## src/rtl/microwave_pkg.sv

```systemverilog
// Shared definitions for the microwave front panel: FSM encoding, default
// timing parameters and the saturating time-setting step.
package microwave_pkg;

    localparam int TIN_W           = 4;
    localparam int BEEP_CYCLES_DEF = 8;
    localparam int ARM_TIMEOUT_DEF = 4;

    localparam logic [TIN_W-1:0] TIN_MAX = {TIN_W{1'b1}};

    typedef enum logic [1:0] {
        ST_IDLE = 2'd0,
        ST_ARM  = 2'd1,
        ST_RUN  = 2'd2,
        ST_DONE = 2'd3
    } state_t;

    // Up and down together cancel; both directions saturate instead of wrapping.
    function automatic logic [TIN_W-1:0] step_set(input logic [TIN_W-1:0] cur,
                                                  input logic              up,
                                                  input logic              dn);
        logic [TIN_W-1:0] nxt;
        nxt = cur;
        if (up && !dn && cur != TIN_MAX) begin
            nxt = cur + 1'b1;
        end else if (dn && !up && cur != '0) begin
            nxt = cur - 1'b1;
        end
        return nxt;
    endfunction

endpackage

```

## src/rtl/microwave_panel_key_edge.sv

```systemverilog
// Registered rising-edge detector for one panel key; a key already held when
// reset releases is absorbed on the first clock and never reported as a press.
module key_edge (
    input  logic clk,
    input  logic rst,
    input  logic i_key,
    output logic o_edge
);

    logic r_cur;
    logic r_prev;
    logic r_primed;

    always_ff @(posedge clk or posedge rst) begin
        if (rst) begin
            r_cur    <= 1'b0;
            r_prev   <= 1'b0;
            r_primed <= 1'b0;
        end else if (!r_primed) begin
            r_cur    <= i_key;
            r_prev   <= i_key;
            r_primed <= 1'b1;
        end else begin
            r_prev <= r_cur;
            r_cur  <= i_key;
        end
    end

    assign o_edge = r_cur & ~r_prev;

endmodule

```

## src/rtl/microwave_panel.sv

```systemverilog
// Microwave front panel: debounced-edge key handling, time setting, and the
// IDLE/ARM/RUN/DONE sequencer that drives the oven timer core.
module microwave_panel
    import microwave_pkg::*;
#(
    parameter int BEEP_CYCLES = BEEP_CYCLES_DEF,
    parameter int ARM_TIMEOUT = ARM_TIMEOUT_DEF
) (
    input  logic             clk,
    input  logic             rst,
    input  logic             key_up,
    input  logic             key_dn,
    input  logic             key_start,
    input  logic             key_stop,
    input  logic             door,
    input  logic             p,
    output logic [TIN_W-1:0] tin,
    output logic             r,
    output logic             clr,
    output logic             beep,
    output logic             busy,
    output logic [1:0]       o_state
);

    localparam int ARM_CW  = $clog2(ARM_TIMEOUT + 1);
    localparam int BEEP_CW = $clog2(BEEP_CYCLES + 1);
    localparam logic [ARM_CW-1:0]  ARM_LAST  = ARM_CW'(ARM_TIMEOUT - 1);
    localparam logic [BEEP_CW-1:0] BEEP_LAST = BEEP_CW'(BEEP_CYCLES - 1);

    logic w_up;
    logic w_dn;
    logic w_start;
    logic w_stop;
    logic w_any_key;
    logic w_cancel;

    state_t             r_state;
    logic [TIN_W-1:0]   r_set;
    logic               r_run;
    logic               r_clr;
    logic               r_beep;
    logic               r_busy;
    logic [ARM_CW-1:0]  r_arm_cnt;
    logic [BEEP_CW-1:0] r_beep_cnt;

    key_edge u_edge_up    (.clk(clk), .rst(rst), .i_key(key_up),    .o_edge(w_up));
    key_edge u_edge_dn    (.clk(clk), .rst(rst), .i_key(key_dn),    .o_edge(w_dn));
    key_edge u_edge_start (.clk(clk), .rst(rst), .i_key(key_start), .o_edge(w_start));
    key_edge u_edge_stop  (.clk(clk), .rst(rst), .i_key(key_stop),  .o_edge(w_stop));

    assign w_any_key = w_up | w_dn | w_start | w_stop;
    assign w_cancel  = w_stop | door;

    always_ff @(posedge clk or posedge rst) begin
        if (rst) begin
            r_state    <= ST_IDLE;
            r_set      <= '0;
            r_run      <= 1'b0;
            r_clr      <= 1'b0;
            r_beep     <= 1'b0;
            r_busy     <= 1'b0;
            r_arm_cnt  <= '0;
            r_beep_cnt <= '0;
        end else begin
            r_clr <= 1'b0;
            case (r_state)
                ST_IDLE: begin
                    r_set <= step_set(r_set, w_up, w_dn);
                    if (w_start && r_set != '0 && !door && !w_stop) begin
                        r_state    <= ST_ARM;
                        r_run      <= 1'b1;
                        r_busy     <= 1'b1;
                        r_arm_cnt  <= '0;
                        r_beep_cnt <= '0;
                    end
                end
                ST_ARM: begin
                    // Cancel outranks p, and the timeout shares the cancel exit.
                    if (w_cancel || (!p && r_arm_cnt == ARM_LAST)) begin
                        r_state    <= ST_IDLE;
                        r_run      <= 1'b0;
                        r_busy     <= 1'b0;
                        r_clr      <= 1'b1;
                        r_arm_cnt  <= '0;
                        r_beep_cnt <= '0;
                    end else if (p) begin
                        r_state    <= ST_RUN;
                        r_arm_cnt  <= '0;
                        r_beep_cnt <= '0;
                    end else begin
                        r_arm_cnt <= r_arm_cnt + 1'b1;
                    end
                end
                ST_RUN: begin
                    if (w_cancel) begin
                        r_state    <= ST_IDLE;
                        r_run      <= 1'b0;
                        r_busy     <= 1'b0;
                        r_clr      <= 1'b1;
                        r_arm_cnt  <= '0;
                        r_beep_cnt <= '0;
                    end else if (!p) begin
                        r_state    <= ST_DONE;
                        r_run      <= 1'b0;
                        r_busy     <= 1'b0;
                        r_beep     <= 1'b1;
                        r_arm_cnt  <= '0;
                        r_beep_cnt <= '0;
                    end
                end
                ST_DONE: begin
                    // Any press silences the alarm without performing its action.
                    if (w_any_key || r_beep_cnt == BEEP_LAST) begin
                        r_state    <= ST_IDLE;
                        r_beep     <= 1'b0;
                        r_arm_cnt  <= '0;
                        r_beep_cnt <= '0;
                    end else begin
                        r_beep_cnt <= r_beep_cnt + 1'b1;
                    end
                end
                default: begin
                    r_state    <= ST_IDLE;
                    r_run      <= 1'b0;
                    r_busy     <= 1'b0;
                    r_beep     <= 1'b0;
                    r_arm_cnt  <= '0;
                    r_beep_cnt <= '0;
                end
            endcase
        end
    end

    assign tin     = r_set;
    assign r       = r_run;
    assign clr     = r_clr;
    assign beep    = r_beep;
    assign busy    = r_busy;
    assign o_state = r_state;

endmodule

```

## config.mk

```make
export PLATFORM = sky130hd
export DESIGN_NAME = microwave_panel
export DESIGN_NICKNAME = d
export VERILOG_FILES = /design/src/rtl/microwave_pkg.sv /design/src/rtl/microwave_panel_key_edge.sv /design/src/rtl/microwave_panel.sv
export SDC_FILE = /design/constraint.sdc
export NUM_CORES = 1
export LEC_CHECK = 0
export BUFFER_PORTS_ARGS = -buffer_cell sky130_fd_sc_hd__clkbuf_2
export CAP_MARGIN = 30
export CELL_PAD_IN_SITES_DETAIL_PLACEMENT = 0
export CELL_PAD_IN_SITES_GLOBAL_PLACEMENT = 1
export CORE_ASPECT_RATIO = 0.5
export CORE_UTILIZATION = 45
export DETAILED_ROUTE_END_ITERATION = 8
export PLACE_DENSITY = 0.79
export SLEW_MARGIN = 20
export SYNTH_ARGS = -nofsm -noshare
export SYNTH_HDL_FRONTEND = slang
export SYNTH_SLANG_ARGS = --single-unit
```

## constraint.sdc

```tcl
create_clock -name clk -period 2.4 [get_ports clk]
set_input_delay 0.12 -clock clk [delete_from_list [all_inputs] [get_ports clk]]
set_output_delay 0.12 -clock clk [all_outputs]
set_load 0.02 [all_outputs]
```

; Word level (Yosys, flattened, before mapping)
; Cells that the tools add are included.
[classes]
reduce_logical = 26
mux = 39
addsub = 4
bitwise = 12
eq_ne = 13
[ops]
columns = operator, count
row1 = 4-bit 2-to-1 mux, 8
row2 = 3-bit 2-to-1 mux, 6
row3 = 4-bit one-hot mux with 4 select lines, 1
row4 = 1-bit 2-to-1 mux, 13
row5 = 2-bit 2-to-1 mux, 6
row6 = 3-bit one-hot mux with 4 select lines, 1
row7 = 4-bit AND reduction, 3
row8 = 2-bit != test (second input constant), 5
row9 = 4-bit by 1-bit adder with 4-bit output (second input constant), 2
row10 = 1-bit logical AND, 8
row11 = 2-bit one-hot mux with 4 select lines, 1
row12 = 3-bit != test (second input constant), 2
row13 = 3-bit AND reduction, 2
row14 = 1-bit zero test, 5
row15 = 1-bit bitwise AND, 4
row16 = 2-bit == test (second input constant), 2
row17 = 4-bit by 3-bit == test with 1-bit output (second input constant), 1
row18 = 4-bit != test (second input constant), 1
row19 = 1-bit NOT, 4
row20 = 1-bit bitwise OR, 4
row21 = 1-bit one-hot mux with 2 select lines, 2
row22 = 2-bit nonzero test, 2
row23 = 4-bit nonzero test, 1
row24 = 4-bit by 1-bit subtractor with 4-bit output (second input constant), 1
row25 = 8 further kinds, 9
[word_totals]
in_bits = 8
ff_bits = 25

; Longest topological paths before layout
[depth]
ltp_word = 8
mapped_depth = 9

; Hierarchy
; From an unflattened synthesis, not the netlist that was laid out.
[unflattened]
cells_unflattened = 130
area_unflattened_um2 = 1446.4
[modules_own_cells]
columns = mod, area_per_inst_um2, cells_each, instances
row1 = microwave_panel, 1031.0, 102, 1
row2 = key_edge, 103.8, 7, 4

; Least setup slack after synthesis
; Ideal clock, no wire load.
[synth_timing]
path_kind = reg2reg
startpoint = reg r_set[0], in the netlist tin[0]
endpoint = reg r_set[3], in the netlist tin[3]
arrival_ns = 1.895
path_stages_with_launch = 10
required_time_ns = 2.265
slack_ns = 0.370
synth_period_minus_slack_ns = 2.030
path_buffers = 0
setup_ns = 0.135
path_cell_list = dfrtp_1 > nand4_1 > and3_1 > inv_1 > ha_1 > a21o_1 > a21oi_1 > xnor2_1 > nor2_1 > xor2_1
[synth_via]
elab_chain_cells = 4
word_cells_on_any_way = 10
[synth_lines]
columns = item, line_no
row1 = from (decl), microwave_panel.sv:38  ; logic [TIN_W-1:0] r_set;
row2 = from (signal assigned), microwave_panel.sv:68  ; r_set <= step_set(r_set, w_up, w_dn);
row3 = "parallel branches: the longest is 4 deep, another holds 4-bit by 1-bit subtractor with 4-bit output", n/a
; Several ways; the timed one is not identified. The select of a mux whose other input is x is not followed.
; A chain may end at the register's enable or synchronous reset.

; Final worst setup path
; Same ends and word-level chain as after synthesis.

==> results.sh <==
export IMPL_seq_area_frac_synth_pct=45.1
export IMPL_hold_class="in2reg"
export IMPL_num_fill_cells=246
export IMPL_antenna_found_initial=0
export IMPL_rsz0062_at_grt="no"
export IMPL_syn_nets=143
export IMPL_synth_top_cell_by_area="dfrtp_1"
export IMPL_fin_crit_ns=2.02
export IMPL_gp_congestion=0.765
export IMPL_yosys_warnings=0
export IMPL_p_leak_uw=0.000743
export IMPL_final_cells=186
export IMPL_dr_pass1_iters=4
export IMPL_cts_root_buffer="clkbuf_8"
export IMPL_vias_per_cell=5.07
export IMPL_tightest_slew_ns=0.524
export IMPL_cp_slowest_cell="dfrtp_1"
export IMPL_start_util_pct=50.5
export IMPL_grt_max_degree=26
export IMPL_multi_input_comb_area_um2=716
export IMPL_crit_arrival_ns=2.19
export IMPL_fin_crit_sh_pct=84.3
export IMPL_placed_cells=176
export IMPL_finalHoldViolCount=0
export IMPL_cts_num_sinks=25
export IMPL_synthTopCellsByArea="dfrtp_1 45%, ha_1 8.1%, mux2_2 5.7%, o21ai_0 2.5%, inv_1 2.2%"
export IMPL_finalSetupTns_ns=0
export IMPL_drv_cap=0
export IMPL_cts_htree_levels=1
export IMPL_place_hpwl_um=1800
export IMPL_crit_type="reg2reg"
export IMPL_core_area_mm2=0.00275
export IMPL_drive_above_1_share_pct=28.9
export IMPL_hold_path_depth=4
export IMPL_status="finished clean"
export IMPL_synth_top_area_share_pct=45.1
export IMPL_wl_per_cell_um=12.8
export IMPL_area_delta_synth_final_pct=16.5
export IMPL_cts_buffer_depth=2
export IMPL_layout_nets=168
export IMPL_regArea_um2=626
export IMPL_skew_ns=0.00492
export IMPL_path_cells="nand4_1, and3_1, inv_1, ha_1, a21o_1, a21oi_1, xnor2_1, nor2_1, xor2_1"
export IMPL_relSlewSlack_pct=65.0
export IMPL_grt_overflow=0
export IMPL_cpPeakStageDelay_ns=0.51
export IMPL_max_freq_ghz=0.494
export IMPL_die_y_um=41.3
export IMPL_clkTransAtPathRegs_ns=0.09
export IMPL_die_area_mm2=0.00332
export IMPL_setup_violations=0
export IMPL_grt_usage_pct=16.8
export IMPL_fin_util_pct=58.8
export IMPL_drc_errors=0
export IMPL_drtIter0Drc=36
export IMPL_power_density_mw_per_mm2=1040
export IMPL_startpoint_type="flip-flop"
export IMPL_async_flop_share_pct=100
export IMPL_r2r_cells=9
export IMPL_drv_slew=0
export IMPL_ant_nets=0
export IMPL_pin_count=18
export IMPL_antenna_cells=0
export IMPL_syn_cell_area_mm2=0.00139
export IMPL_synth_distinct_cells=42
export IMPL_postSynthAreaPerCell_um2=11.1
export IMPL_synth_seq_cells=25
export IMPL_cts_buffers=3
export IMPL_grt_pass1_wl_um=3950
export IMPL_reg2reg_slack_ns=0.38
export IMPL_synth_edf_count=0
export IMPL_cts_setup_buffers=0
export IMPL_cts_tree="done"
export IMPL_power_total_uw=1690
export IMPL_cp_max_fo=6
export IMPL_cp_end_kind="flip-flop"
export IMPL_mostFrequentLayoutCell="dfrtp_1"
export IMPL_routed_wl_um=2380
export IMPL_peakVddDrop_mv=0.738
export IMPL_portBuffers=17
export IMPL_worstSkewPairLatency_ns=0.27
export IMPL_syn_instance_count=125
export IMPL_fp_dieW_um=80.5
export IMPL_critPathRequiredTime_ns=2.56
export IMPL_fp_row_count=13
export IMPL_final_cell_mix="25 x dfrtp_1, 17 x clkbuf_2, 9 x ha_1"
export IMPL_crit_cells=9
export IMPL_crit_family="flip-flops"
export IMPL_grt_pass1_vias=870
export IMPL_vias=943
export IMPL_path_buf_inv=1
export IMPL_synthFlopType="dfrtp_1"
==> Yosys cell counts (2+ instances only) <==
library cell	n
a21o_1	3
a21oi_1	5
dfrtp_1	25
ha_1	9
inv_1	8
mux2_2	7
nand2_1	7
nand2b_1	4
nand3_1	4
nand4_1	2
nor2_1	4
nor2_2	2
nor2b_1	3
nor3_1	4
o21ai_0	7
o21ai_2	3
xnor2_1	3
==> registers in the layout, summed over array words and instances (netlist names), 2 cells and up <==
name	flops
o_state	2
r_beep_cnt	4
r_arm_cnt	3
tin	4
==> what timing repair did <==
action / 4_1_cts / 5_1_grt
hold endpoints to repair: 4 / 12
resized for setup: 0 / 0
hold buffers: 4 / 1
==> kinds of logic (layout without fill, tap and decap cells) <==
logic type	after synthesis	count (layout)	synth area share (%)
other	1	1	0.270
buffers and inverters	11	35	3.34
adders and majority gates	10	10	9.56
xor gates and xnor gates	4	4	2.53
AOI/OAI and AO/OA	25	25	13.2
and+or+nand+nor	40	40	18.5
DFF	25	25	45.1
muxes	9	9	7.57
==> layer usage <==
layer,GRT usage [%],vias to the layer above,part of all wire [%]
li1,-,482,-
met1,23.0,445,53
met2,26.5,14,43
met3,5.33,2,3.3
met4,4.02,0,0.55
met5,0,-,0
==> power by group <==
group	internal (uW)	leakage, uW	switching, uW
clock	118	0.0000217	143
combinational	353	0.000407	443
sequential	515	0.000314	116
==> worst paths after layout <==
path,startpoint,endpoint
max in group asynchronous,rst,o_state[1]
worst max-delay path,tin[0],tin[3]
worst max register to register,tin[0],tin[3]
worst min-delay path,p,r_arm_cnt[2]
worst min register to register,r_beep_cnt[1],r_beep_cnt[1]
min in group asynchronous,rst,u_edge_stop.r_cur
==> worst register-to-register path, stage by stage (launching register included) <==
cell,delay (ns)
dfrtp_1,0.51
nand4_1,0.12
and3_1,0.24
inv_1,0.12
ha_1,0.24
a21o_1,0.17
a21oi_1,0.16
xnor2_1,0.13
nor2_1,0.07
xor2_1,0.15
==> layout make-up <==
type                            instances  share of cell area (%)
Multi-Input combinational cell         89                    44.3
Clock inverter                          1                   0.464
Sequential cell                        25                    38.7
Timing Repair Buffer                   23                    9.29
Clock buffer                            3                    2.55
Inverter                                8                    1.86
Tap cell                               37                    2.86
==> through the flow <==
stage	instance area [um^2]	worst slack, ns	hold slack [ns]
floorplan	1390	0.370	0.147
global placement	1500	0.414	0.241
detailed placement	1500	0.365	0.243
CTS	1590	0.355	0.0673
global route	1620	0.201	0.354
finish	1620	0.377	0.331
Power figures use the tool's default switching activity.
